[src/rtl/coprocessor_mem_reader.sv]
// Custom-instruction slave that reads one word, or the wrapping sum of a run of
// words, from the coprocessor data memory through its pipelined read port.
module coprocessor_mem_reader #(
   parameter int ADDR_WIDTH = 10,
   parameter int RD_LATENCY = 2
) (
   input  logic                  clk,
   input  logic                  reset,
   input  logic                  clk_en,
   input  logic                  start,
   input  logic [31:0]           dataa,
   input  logic [31:0]           datab,
   output logic [31:0]           result,
   output logic                  done,
   output logic [ADDR_WIDTH-1:0] rdaddress,
   output logic                  rden,
   input  logic [31:0]           q
);

   localparam int CW = ADDR_WIDTH + 1;
   localparam logic [CW-1:0] DEPTH = {1'b1, {ADDR_WIDTH{1'b0}}};

   typedef enum logic [1:0] {IDLE, ISSUE, DRAIN, FINISH} state_t;

   state_t                  state, state_nxt;
   logic [ADDR_WIDTH-1:0]   addr;
   logic [CW-1:0]           issue_cnt, recv_cnt, n_req;
   logic [31:0]             acc, result_q;
   logic [RD_LATENCY:1]     vld_pipe;
   logic                    accept, ret, last_ret;
   logic                    unused_bits;

   assign unused_bits = ^{dataa[31:ADDR_WIDTH], datab[31:CW]};

   // Count 0 means one word; anything past the memory depth reads it all once.
   always_comb begin
      n_req = datab[CW-1:0];
      if (n_req == '0)
         n_req = CW'(1);
      else if (n_req > DEPTH)
         n_req = DEPTH;
   end

   assign accept    = (state == IDLE) && clk_en && start;
   assign rden      = (state == ISSUE) && clk_en;
   assign rdaddress = addr;
   assign ret       = vld_pipe[RD_LATENCY];
   assign last_ret  = ret && (recv_cnt == CW'(1));
   assign done      = (state == FINISH) && clk_en;
   assign result    = done ? acc : result_q;

   always_comb begin
      state_nxt = state;
      case (state)
         IDLE:    if (accept) state_nxt = ISSUE;
         ISSUE:   if (clk_en && issue_cnt == CW'(1)) state_nxt = DRAIN;
         DRAIN:   if (last_ret) state_nxt = FINISH;
         FINISH:  if (clk_en) state_nxt = IDLE;
         default: state_nxt = IDLE;
      endcase
   end

   always_ff @(posedge clk or negedge reset) begin
      if (!reset) begin
         state     <= IDLE;
         addr      <= '0;
         issue_cnt <= '0;
         recv_cnt  <= '0;
         acc       <= '0;
         result_q  <= '0;
         vld_pipe  <= '0;
      end else begin
         state <= state_nxt;
         // Return tracking runs regardless of clk_en so no in-flight word is lost.
         vld_pipe[1] <= rden;
         for (int i = 2; i <= RD_LATENCY; i++)
            vld_pipe[i] <= vld_pipe[i-1];
         if (accept) begin
            addr      <= dataa[ADDR_WIDTH-1:0];
            issue_cnt <= n_req;
            recv_cnt  <= n_req;
            acc       <= '0;
         end else begin
            if (rden) begin
               addr      <= addr + 1'b1;
               issue_cnt <= issue_cnt - 1'b1;
            end
            if (ret) begin
               acc      <= acc + q;
               recv_cnt <= recv_cnt - 1'b1;
            end
         end
         if (done)
            result_q <= acc;
      end
   end

endmodule
[config.mk]
export PLATFORM = sky130hd
export DESIGN_NAME = coprocessor_mem_reader
export DESIGN_NICKNAME = d
export VERILOG_FILES = /design/src/rtl/coprocessor_mem_reader.sv
export SDC_FILE = /design/constraint.sdc
export NUM_CORES = 1
export LEC_CHECK = 0
export CAP_MARGIN = 30
export CORE_MARGIN = 3
export CORE_UTILIZATION = 50
export CTS_CLUSTER_SIZE = 25
export DETAILED_ROUTE_END_ITERATION = 8
export PLACE_DENSITY = 0.78
export SLEW_MARGIN = 20
export SYNTH_ARGS = -nofsm -noshare
export SYNTH_HDL_FRONTEND = slang
export SYNTH_SLANG_ARGS = --single-unit
[constraint.sdc]
create_clock -name clk -period 3.8 [get_ports clk]
set_input_delay 0.76 -clock clk [delete_from_list [all_inputs] [get_ports clk]]
set_output_delay 0.76 -clock clk [all_outputs]
set_load 0.02 [all_outputs]
Yosys cells after proc, flatten, opt, wreduce, memory -nomap -nowiden. Index checks and enable logic that the tools add are counted.

Output and inout port bits: 44. Memories kept: 0. Bits in latches: 0. Bits in registers: 100. Logic and storage cells: 48. Bits in read-only memories: 0. Bits in writable memories: 0. Input port bits: 100.

$mul: 0. Eq/ne operators: 9. Bitwise gates (word level): 0. Add/sub/neg operators: 4. Reductions and logical operators: 11. Mux-type cells: 16. Divide/modulo/power cells: 0. Order comparisons: 1. Shift-type cells: 0.

Operator list (count): 2-to-1 mux 32 bit (3); 2-to-1 mux 11 bit (6); adder 32 bit (1); equality test 11 x 1 -> 1 bit, second input constant (2); subtractor 11 x 1 -> 11 bit, second input constant (2); 2-to-1 mux 10 bit (2); greater-than comparator 11 bit, second input constant (1); logical NOT 11 bit (1); adder 10 x 1 -> 10 bit, second input constant (1); 2-to-1 mux 2 bit (4); case mux 2 bit (4 select lines) (1); logical AND 1 bit (6); inequality test 2 bit, second input constant (3); equality test 2 bit, second input constant (2); AND reduction 4 bit (1); nonzero test 2 bit (2); equality test 2 x 1 -> 1 bit, second input constant (1); logical NOT 2 bit (1); inequality test 2 x 1 -> 1 bit, second input constant (1).

Logic depth before layout (Yosys ltp). Gate-level depths: netlist of run 1.

Depth after elaboration: 5. Mapped depth: 11. Mapped depth without buffers: 11.

Worst setup path before layout of run 1. OpenSTA, ideal clock, no wires.

Kind: in2reg. Start: input q[0]. End: register acc[28]. Stages on the path: 11. Data required time: 3.675 ns. Buffers on the path: 0. Data arrival time: 2.981 ns. Slack: 0.695 ns. Library setup time: 0.125 ns. Cells stage by stage: ha_1 fa_1 a211o_1 a21oi_4 a211oi_1 a221oi_2 o21ai_1 a21o_1 a221oi_2 xor2_1 o21ai_1.

Word-level cells in the longest chain between the ends: 3.

RTL lines: start, declared (line 17) `input logic [31:0] q`; adder 32 bit (line 89) `acc <= acc + q;`; 2-to-1 mux 32 bit (line 88) `if (ret) begin`; 2-to-1 mux 32 bit (line 78) `if (accept) begin`; end signal, assigned (line 89); end, declared (line 28) `logic [31:0] acc, result_q;`.

No other way between the ends. The select of a mux whose other input is x is not followed. A chain may end at the register's enable or synchronous reset.

Final worst setup path of run 1. Same ends and word-level chain as after synthesis.

==> results of run 1 <==
## sequential cells by signal, summed over array words and instances, names as in the netlist
name,cells
result_q,32
recv_cnt,11
rdaddress,10
state,2
acc,32
issue_cnt,11
vld_pipe,2
## metrics by stage
step                      instance area, µm²  util (%)  setup TNS (ns)
after global placement                  7350      62.5               0
after CTS                               7720      65.7               0
final                                   7720      65.7               0
after global routing                    7720      65.7               0
after detailed placement                7350      62.5        -0.00213
after floorplan                         6180         -               0
## Yosys cell counts (3+ instances only)
library cell	count	area share, %
o211ai_1	3	0.36
nand2_1	59	3.6
a31oi_1	8	0.81
a211oi_1	7	0.85
nor4_1	8	0.81
nor2b_1	5	0.51
a211o_1	3	0.43
and3_1	10	1.0
xnor2_1	20	2.8
xor2_1	16	2.3
dfrtp_1	100	40
o211a_1	6	0.97
o21ai_0	45	3.6
nor2_1	61	3.7
mux2_2	32	5.8
mux2i_1	17	2.8
buf_6	6	1.1
buf_1	4	0.24
inv_1	18	1.1
ha_1	40	8.1
a21boi_0	3	0.36
o21a_1	9	1.1
nor3_1	7	0.57
o21bai_1	6	0.73
o21ai_1	3	0.24
clkbuf_1	10	0.61
a21o_1	11	1.3
a21oi_1	63	5.1
o22ai_1	3	0.30
nand3_1	11	0.89
## worst max-delay path by stage
stage | start | endpoint | cells after the start
floorplan | q[0] | acc[28]$_DFFE_PN0P_ | 11
global placement | q[0] | acc[28]$_DFFE_PN0P_ | 12
detailed placement | q[0] | acc[28]$_DFFE_PN0P_ | 12
CTS | q[0] | acc[28]$_DFFE_PN0P_ | 12
global route | q[0] | acc[26]$_DFFE_PN0P_ | 12
finish | q[0] | acc[28]$_DFFE_PN0P_ | 12
## worst register-to-register path, delay by kind of cell, from the launching register on
family	cells	cell delay [ns]
adders and majority gates	2	0.64
DFF	1	0.40
AOI/OAI and AO/OA	8	1.66
xor gates and xnor gates	1	0.19
## power groups by stage
stage	Combinational [mW]	Clock (mW)	Sequential [mW]
2_1_floorplan	2.25	0	1.84
3_3_place_gp	3.14	0	1.87
3_5_place_dp	3.22	0	1.90
4_1_cts	3.26	1.17	1.88
5_1_grt	3.60	1.21	1.95
6_report	3.25	1.15	1.88
## area by class of cell
cell class / instances / share of cell area [%]
multi-input cells: 502 / 44.9
inverters: 19 / 0.924
well taps: 164 / 2.66
flip-flops and latches: 100 / 32.4
clock buffers: 10 / 3.09
repair buffers: 110 / 14.2
clock inverters: 6 / 1.73
## kinds of logic (layout without fill, tap and decap cells)
kind of cell	Yosys count	after routing	synth area share (%)
adder cells (fa/ha/maj)	41	41	8.42
AO/OA/AOI/OAI	197	197	20.8
AND/OR/NAND/NOR	179	179	13.3
multiplexers	49	49	8.58
buffers and inverters	41	145	3.34
XOR/XNOR	36	36	5.10
flip-flops	100	100	40.5
## per-layer routing
metal  share of wire, %  vias up  wire (µm)  GRT usage (%)
li1                   -     2543          -              -
met1                 45     2578       6950           31.1
met2                 48      183       7460           39.8
met3                5.5       27        851           4.68
met4                1.8        0        286           7.49
met5                  0        -          0              0
==> results_dict.tcl, run 1 <==
set metrics [dict create \
    drc 0 \
    preCtsSetupSlack_ns -0.00213 \
    ys_seq_area_share_pct 40.5 \
    r2r_cells 11 \
    p_total_mw 6.28 \
    p_clk_share_pct 18.3 \
    crit_buf_inv 1 \
    htree_levels 3 \
    netlist_instances 643 \
    dieArea_um2 13700 \
    ys_warn_count 0 \
    fp.coreArea_um2 11800 \
    multi_input_comb_area_um2 3470 \
    cp_max_fo 4 \
    power_density_nw_per_um2 813 \
    io_buffers 100 \
    cts_buffers 9 \
    power.internal_mw 3.74 \
    io_pins 144 \
    start_util_pct 52.5 \
    skew_ns 0.00613 \
    hold_ws_ns 0.351 \
    start_kind "primary input" \
    regToRegEndpoint "acc[28]$_DFFE_PN0P_" \
    die_h_um 117 \
    grt.total_usage_pct 23.8 \
    ir_drop_mv 0.525 \
    drt-vias-per-instance 5.85 \
    layout-drive-gt1-share_pct 10.0 \
    syn-cell-area_um2 6180 \
    ctsHoldBuffers 0 \
    syn-mean-instance-area_um2 9.61 \
    async_flop_share_pct 100 \
    clkTransAtPathRegs_ns 0.07 \
    cts_resized 0 \
    rsz0062_at_grt "false" \
    cts_sinks 100 \
    cts_root_buffer "clkbuf_16" \
    gp_congestion 0.894 \
    critPathArrivalTime_ns 3.67 \
    routed_wl_um 15600 \
    p_sw_mw 2.54 \
    status "complete, no violations" \
    min_to "vld_pipe[2]$_DFF_PN0_" \
    final_cell_mix "99 x dfrtp_1, 99 x clkdlybuf4s50_1, 63 x a21oi_1" \
    hold_viol 0 \
    syn-num-nets 784 \
    synth-edff-count 0 \
    vias 5331 \
    grt_overflow_total 0 \
    ys_ff_latch 100 \
    insertion_delay_ns 0.36 \
    slowest_delay_ns 0.41 \
    fin_cells 911 \
    crit_slowest_cell "clkdlybuf4s50_1" \
    grt_pass1_wl_um 25900 \
    final_nets 883 \
    whs_path_depth 0 \
    cp.required_ns 4.04 \
    synth_ff_type "dfrtp_1" \
    ant_nets 0 \
    place_hpwl_um 11300 \
    period_share_pct 90.4 \
    grt_pass1_vias 5406 \
    die_w_um 117 \
    crit_chain "clkdlybuf4s50_1, ha_1, fa_1, a211o_1, a21oi_4, a211oi_1, a221oi_2, o21ai_1, a21o_1, a221oi_2, xor2_1, o21ai_1" \
    crit_path_end_kind "flop" \
    r2r_slack_ns 0.79 \
    max_freq_mhz 291 \
    n_fill_cell 955 \
    combPwrFrac_pct 51.7 \
    seqPwrFrac_pct 30.0 \
    drv_slew 0 \
    grt_start_max_net_pins 58 \
    num_rows 39 \
    first_pass_iters 5 \
    setup_viol 0 \
    worst_slew_pin_slew_ns 0.875 \
    drv_cap 0 \
    cts_setup_buffers 0 \
    place_inst 895 \
    antenna_cells 0 \
    critical_path_class "in2reg" \
    wl_per_cell_um 17.1 \
    drt-initial-drc-count 447 \
    area.growth.synth_to_final_pct 25.0 \
    power_switching_share_pct 40.5 \
    fin_ws_ns 0.367 \
    worstHoldPathType "reg2reg" \
    cts_tree "done" \
    register_area_um2 2500 \
    antenna_found_initial 0 \
    leakage_nw 3.42 \
    synthDistinctLibCells 68 \
    cts_buffer_depth 2 \
    fin_crit_ns 3.43 \
    slew_headroom_pct 41.4 \
    cp_top_family "compound AO/OA/AOI/OAI gates" \
    worstHoldStart "vld_pipe[1]$_DFF_PN0_" \
    r2r_start "acc[0]$_DFFE_PN0P_" \
]
No activity file was read; power rests on OpenSTA's default activity.
==> run 2: changes to the inputs <==
--- a/config.mk
+++ b/config.mk
@@ -10,7 +10,7 @@
 export CORE_UTILIZATION = 50
 export CTS_CLUSTER_SIZE = 25
 export DETAILED_ROUTE_END_ITERATION = 8
-export PLACE_DENSITY = 0.78
+export PLACE_DENSITY_LB_ADDON = 0.12
 export SLEW_MARGIN = 20
 export SYNTH_ARGS = -nofsm -noshare
 export SYNTH_HDL_FRONTEND = slang
==> run 2 against run 1 <==
  * Combinational power is essentially flat
  * Critical path type unchanged
  * Largest cell class unchanged
  * Critical endpoint unchanged
  * Clock skew grew 0.0027 ns
  * Non-clock buffer count is 1 lower
==> results_dict.tcl, run 2 (same netlist as run 1, synthesis figures left out) <==
set metrics [dict create \
    crit_slowest_cell "fa_1" \
    num_rows 39 \
    die_h_um 117 \
    dieArea_um2 13700 \
    design_area_um2 7650 \
    period_share_pct 90.4 \
    vias 5263 \
    drt-vias-per-instance 5.78 \
    fin_crit_ns 3.44 \
    wl_per_cell_um 16.7 \
    ant_nets 0 \
    grt_pass1_vias 5317 \
    cts_tree "done" \
    crit_path_end_kind "flop" \
    grt_start_max_net_pins 53 \
    start_kind "primary input" \
    critical_path_class "in2reg" \
    io_pins 144 \
    r2r_slack_ns 0.79 \
    reg.largest.list "acc: 32 flops, result_q: 32 flops" \
    drt-initial-drc-count 289 \
    worst_slew_pin_slew_ns 0.728 \
    ir_drop_mv 0.457 \
    slew_headroom_pct 51.0 \
    cp_top_family "compound AO/OA/AOI/OAI gates" \
    grt.total_usage_pct 23.4 \
    critPathArrivalTime_ns 3.66 \
    hold_viol 0 \
    place_hpwl_um 11200 \
    cts_resized 0 \
    status "complete, no violations" \
    io_buffers 100 \
    fp.coreArea_um2 11800 \
    antenna_found_initial 0 \
    die_w_um 117 \
    crit_chain "clkdlybuf4s50_1, ha_1, fa_1, a211o_1, a21oi_4, a211oi_1, a221oi_2, o21ai_1, a21o_1, a221oi_2, xor2_1, o21ai_1" \
    cts_buffers 9 \
    cp.required_ns 4.02 \
    layout-drive-gt1-share_pct 9.79 \
    rsz0062_at_grt "false" \
    drc 0 \
    crit_buf_inv 1 \
    clkTransAtPathRegs_ns 0.07 \
    area.growth.synth_to_final_pct 23.7 \
    ctsHoldBuffers 0 \
    grt_pass1_wl_um 25400 \
    skew_ns 0.00885 \
    cts_root_buffer "clkbuf_16" \
    drv_slew 0 \
    htree_levels 3 \
    cp_max_fo 4 \
    postPlaceCellArea_um2 7330 \
    routed_wl_um 15200 \
    antenna_cells 0 \
    power_density_nw_per_um2 800 \
    cts_buffer_depth 2 \
    drv_cap 0 \
    cts_sinks 100 \
    insertion_delay_ns 0.35 \
    max_freq_mhz 291 \
    grt_overflow_total 0 \
    slowest_delay_ns 0.41 \
    first_pass_iters 5 \
    start_util_pct 52.5 \
    setup_tns_ns 0 \
    cts_setup_buffers 0 \
    worstHoldPathType "reg2reg" \
    final_cell_mix "99 x dfrtp_1, 99 x clkdlybuf4s50_1, 63 x a21oi_1" \
    leakage_nw 3.38 \
    setup_viol 0 \
    final_nets 882 \
    gp_congestion 0.906 \
    n_fill_cell 968 \
]
run 2: cell types whose count changed in the layout (fill, tap and decap cells not counted), sizes merged:
cell | previous run | this run
buf | 11 | 10
bufinv | 4 | 2
clkbuf | 10 | 11
clkinv | 1 | 3
inv | 20 | 19
run 2: worst paths after layout:
path / from / endpoint / cells past startpoint
min in group asynchronous: reset / result_q[6]$_DFF_PN0_ / 1
max in group asynchronous: reset / acc[25]$_DFFE_PN0P_ / 2
hold / removal: vld_pipe[1]$_DFF_PN0_ / vld_pipe[2]$_DFF_PN0_ / 0
hold reg to reg: vld_pipe[1]$_DFF_PN0_ / vld_pipe[2]$_DFF_PN0_ / 0
setup reg to reg: acc[0]$_DFFE_PN0P_ / acc[28]$_DFFE_PN0P_ / 11
setup / recovery: q[0] / acc[28]$_DFFE_PN0P_ / 12
run 2: stage by stage:
step / power, mW / hold slack (ns) / utilization [%] / worst slack [ns] / instances
floorplan: 4.09 / 0.331 / - / 0.695 / 643
global placement: 5.00 / 0.338 / 62.3 / 0.0246 / 893
detailed placement: 5.11 / 0.338 / 62.3 / 0.00303 / 894
CTS: 6.14 / 0.351 / 65.0 / 0.372 / 910
global route: 6.61 / 0.369 / 65.0 / 0.190 / 910
finish: 6.11 / 0.349 / 65.0 / 0.364 / 910
run 2: cell type report:
type,count,area [µm²],area share [%]
Clock inverter,5,75.1,0.982
Inverter,19,71.3,0.933
Tap cell,164,205,2.68
Sequential cell,100,2500,32.7
Timing Repair Buffer,109,1080,14.1
Clock buffer,11,243,3.17
Multi-Input combinational cell,502,3470,45.4
run 2: worst reg2reg max path, stage by stage (launching register included):
cell and delay (ns):
dfrtp_1 0.40, ha_1 0.24, fa_1 0.41, a211o_1 0.36, a21oi_4 0.18, a211oi_1 0.13
a221oi_2 0.38, o21ai_1 0.10, a21o_1 0.22, a221oi_2 0.24, xor2_1 0.17, o21ai_1 0.07
run 2: power by group:
| group | total, mW | internal, mW | switching (mW) |
|---|---|---|---|
| clock network | 0.995 | 0.592 | 0.403 |
| logic | 3.24 | 1.48 | 1.75 |
| registers | 1.88 | 1.52 | 0.360 |
run 2: layer usage:
metal	vias up	routed length, µm	global-route usage (%)
met4	0	289	7.26
met1	2538	6980	31.6
li1	2535	-	-
met3	27	804	5.30
met5	-	0	0
met2	163	7160	37.4
==> run 3: changes to the inputs <==
--- a/config.mk
+++ b/config.mk
@@ -5,12 +5,14 @@
 export SDC_FILE = /design/constraint.sdc
 export NUM_CORES = 1
 export LEC_CHECK = 0
+export ABC_CLOCK_PERIOD_IN_PS = 3800
 export CAP_MARGIN = 30
+export CORE_ASPECT_RATIO = 1.4
 export CORE_MARGIN = 3
 export CORE_UTILIZATION = 50
 export CTS_CLUSTER_SIZE = 25
 export DETAILED_ROUTE_END_ITERATION = 8
-export PLACE_DENSITY_LB_ADDON = 0.12
+export PLACE_DENSITY = 0.83
 export SLEW_MARGIN = 20
 export SYNTH_ARGS = -nofsm -noshare
 export SYNTH_HDL_FRONTEND = slang
==> run 3 against run 2 <==
  * Routed wire length rose by 2.9%
  * Clock skew is essentially flat
  * Combinational power up 1%
  * Sequential cell count is the same
  * Final cell count fell by 1.8%
  * Global-route usage shrank 0.10 points
  * Die area increased by 0.14%
  * Count of clock-buffer cells in the layout shrank 2
  * Via count grew 0.99%
  * Cell area rose by 0.18%
  * Clock power rose by 6%
  * Sequential power is essentially flat
  * Critical endpoint unchanged
  * Largest cell class unchanged
  * Largest power group unchanged
==> results_dict.tcl, run 3 (same netlist as run 1, synthesis figures left out) <==
set metrics [dict create \
    status "complete, no violations" \
    route.met3.wl_um 849 \
    fin_crit_ns 3.44 \
    grt_overflow_total 0 \
    ctsHoldBuffers 0 \
    area.growth.synth_to_final_pct 24.0 \
    routed_wl_um 15700 \
    cts_resized 0 \
    critical_path_class "in2reg" \
    route.top_layer_used "met4" \
    cts_buffer_depth 2 \
    start_kind "primary input" \
    cts_tree "done" \
    cts_sinks 100 \
    cts_root_buffer "clkbuf_16" \
    final_nets 884 \
    final_common_cell "dfrtp_1" \
    dieArea_um2 13700 \
    slew_headroom_pct 58.2 \
    wl_per_cell_um 17.5 \
    crit_path_end_kind "flop" \
    ant_nets 0 \
    final_cell_mix "100 x dfrtp_1, 99 x clkdlybuf4s50_1, 63 x a21oi_1" \
    drv_cap 0 \
    fp.coreArea_um2 11900 \
    fin_ws_ns 0.362 \
    power_density_nw_per_um2 808 \
    n_fill_cell 988 \
    first_pass_iters 5 \
    grt_start_max_net_pins 96 \
    clkTransAtPathRegs_ns 0.07 \
    layout-drive-gt1-share_pct 9.91 \
    drv_slew 0 \
    grt.total_usage_pct 23.3 \
    r2r_start "acc[0]$_DFFE_PN0P_" \
    worstHoldPathType "in2async" \
    insertion_delay_ns 0.35 \
    skew_ns 0.00855 \
    vias 5315 \
    reg.largest.list "acc: 32 flops, result_q: 32 flops" \
    setup_viol 0 \
    ir_drop_mv 0.386 \
    cts_setup_buffers 0 \
    routedLengthMet1_um 6240 \
    cts_buffers 9 \
    drt-initial-drc-count 291 \
    drc 0 \
    place_inst 879 \
    cp.required_ns 4.02 \
    fin_cells 894 \
    rsz0062_at_grt "false" \
    grt_pass1_vias 5619 \
    io_buffers 100 \
    htree_levels 3 \
    grt_pass1_wl_um 25700 \
    wl_met2_um 8030 \
    cp_max_fo 4 \
    gp_congestion 0.876 \
    io_pins 144 \
    num_rows 47 \
    antenna_cells 0 \
    setup_tns_ns 0 \
    max_freq_mhz 291 \
    place_hpwl_um 11500 \
    period_share_pct 90.5 \
    leakage_nw 3.39 \
    antenna_found_initial 0 \
    crit_path_start "q[0]" \
    multi_input_comb_area_um2 3470 \
    worst_slew_pin_slew_ns 0.627 \
    preCtsSetupSlack_ns 0.0367 \
    die_w_um 100 \
    start_util_pct 51.8 \
    die_h_um 138 \
    register_area_um2 2500 \
    drt-vias-per-instance 5.95 \
    hold_viol 0 \
    critPathArrivalTime_ns 3.66 \
]
run 3: layout make-up:
| class | count | share of cell area (%) |
|---|---|---|
| multi-input cells | 502 | 45.3 |
| flip-flops and latches | 100 | 32.7 |
| repair buffers | 111 | 14.3 |
| clock buffers | 9 | 2.94 |
| well taps | 147 | 2.40 |
| clock inverters | 6 | 1.49 |
| inverters | 19 | 0.931 |
run 3: power breakdown:
group,leakage (nW),total [mW],internal (mW),switching [mW]
registers,1.26,1.86,1.52,0.341
clock network,0.158,1.05,0.641,0.408
logic,1.97,3.28,1.49,1.79
run 3: per-layer routing:
metal / vias up / global-route usage, %
met5: - / 0
met4: 0 / 11.0
met3: 57 / 3.39
met2: 186 / 41.4
met1: 2535 / 27.3
li1: 2537 / -
run 3: critical path, stage by stage:
cell and delay (ns):
clkdlybuf4s50_1 0.40, ha_1 0.24, fa_1 0.39, a211o_1 0.35, a21oi_4 0.18, a211oi_1 0.13
a221oi_2 0.38, o21ai_1 0.11, a21o_1 0.22, a221oi_2 0.25, xor2_1 0.16, o21ai_1 0.07
run 3: stage by stage:
stage	hold slack [ns]	power (mW)	util (%)	area, µm²
floorplan	0.331	4.09	-	6180
global placement	0.337	4.99	61.3	7320
detailed placement	0.345	5.14	61.3	7320
CTS	0.204	6.21	64.2	7660
global route	0.204	6.63	64.2	7660
finish	0.208	6.19	64.2	7660
run 3: final timing paths:
check	to	slack [ns]	depth (start not counted)
worst min register to register	vld_pipe[2]$_DFF_PN0_	0.36	0
worst max register to register	acc[28]$_DFFE_PN0P_	0.79	11
worst max-delay path	acc[28]$_DFFE_PN0P_	0.36	12
min in group clk	vld_pipe[2]$_DFF_PN0_	0.36	0
worst min-delay path	recv_cnt[9]$_DFFE_PN0P_	0.21	1
max in group asynchronous	result_q[26]$_DFF_PN0_	2.89	2
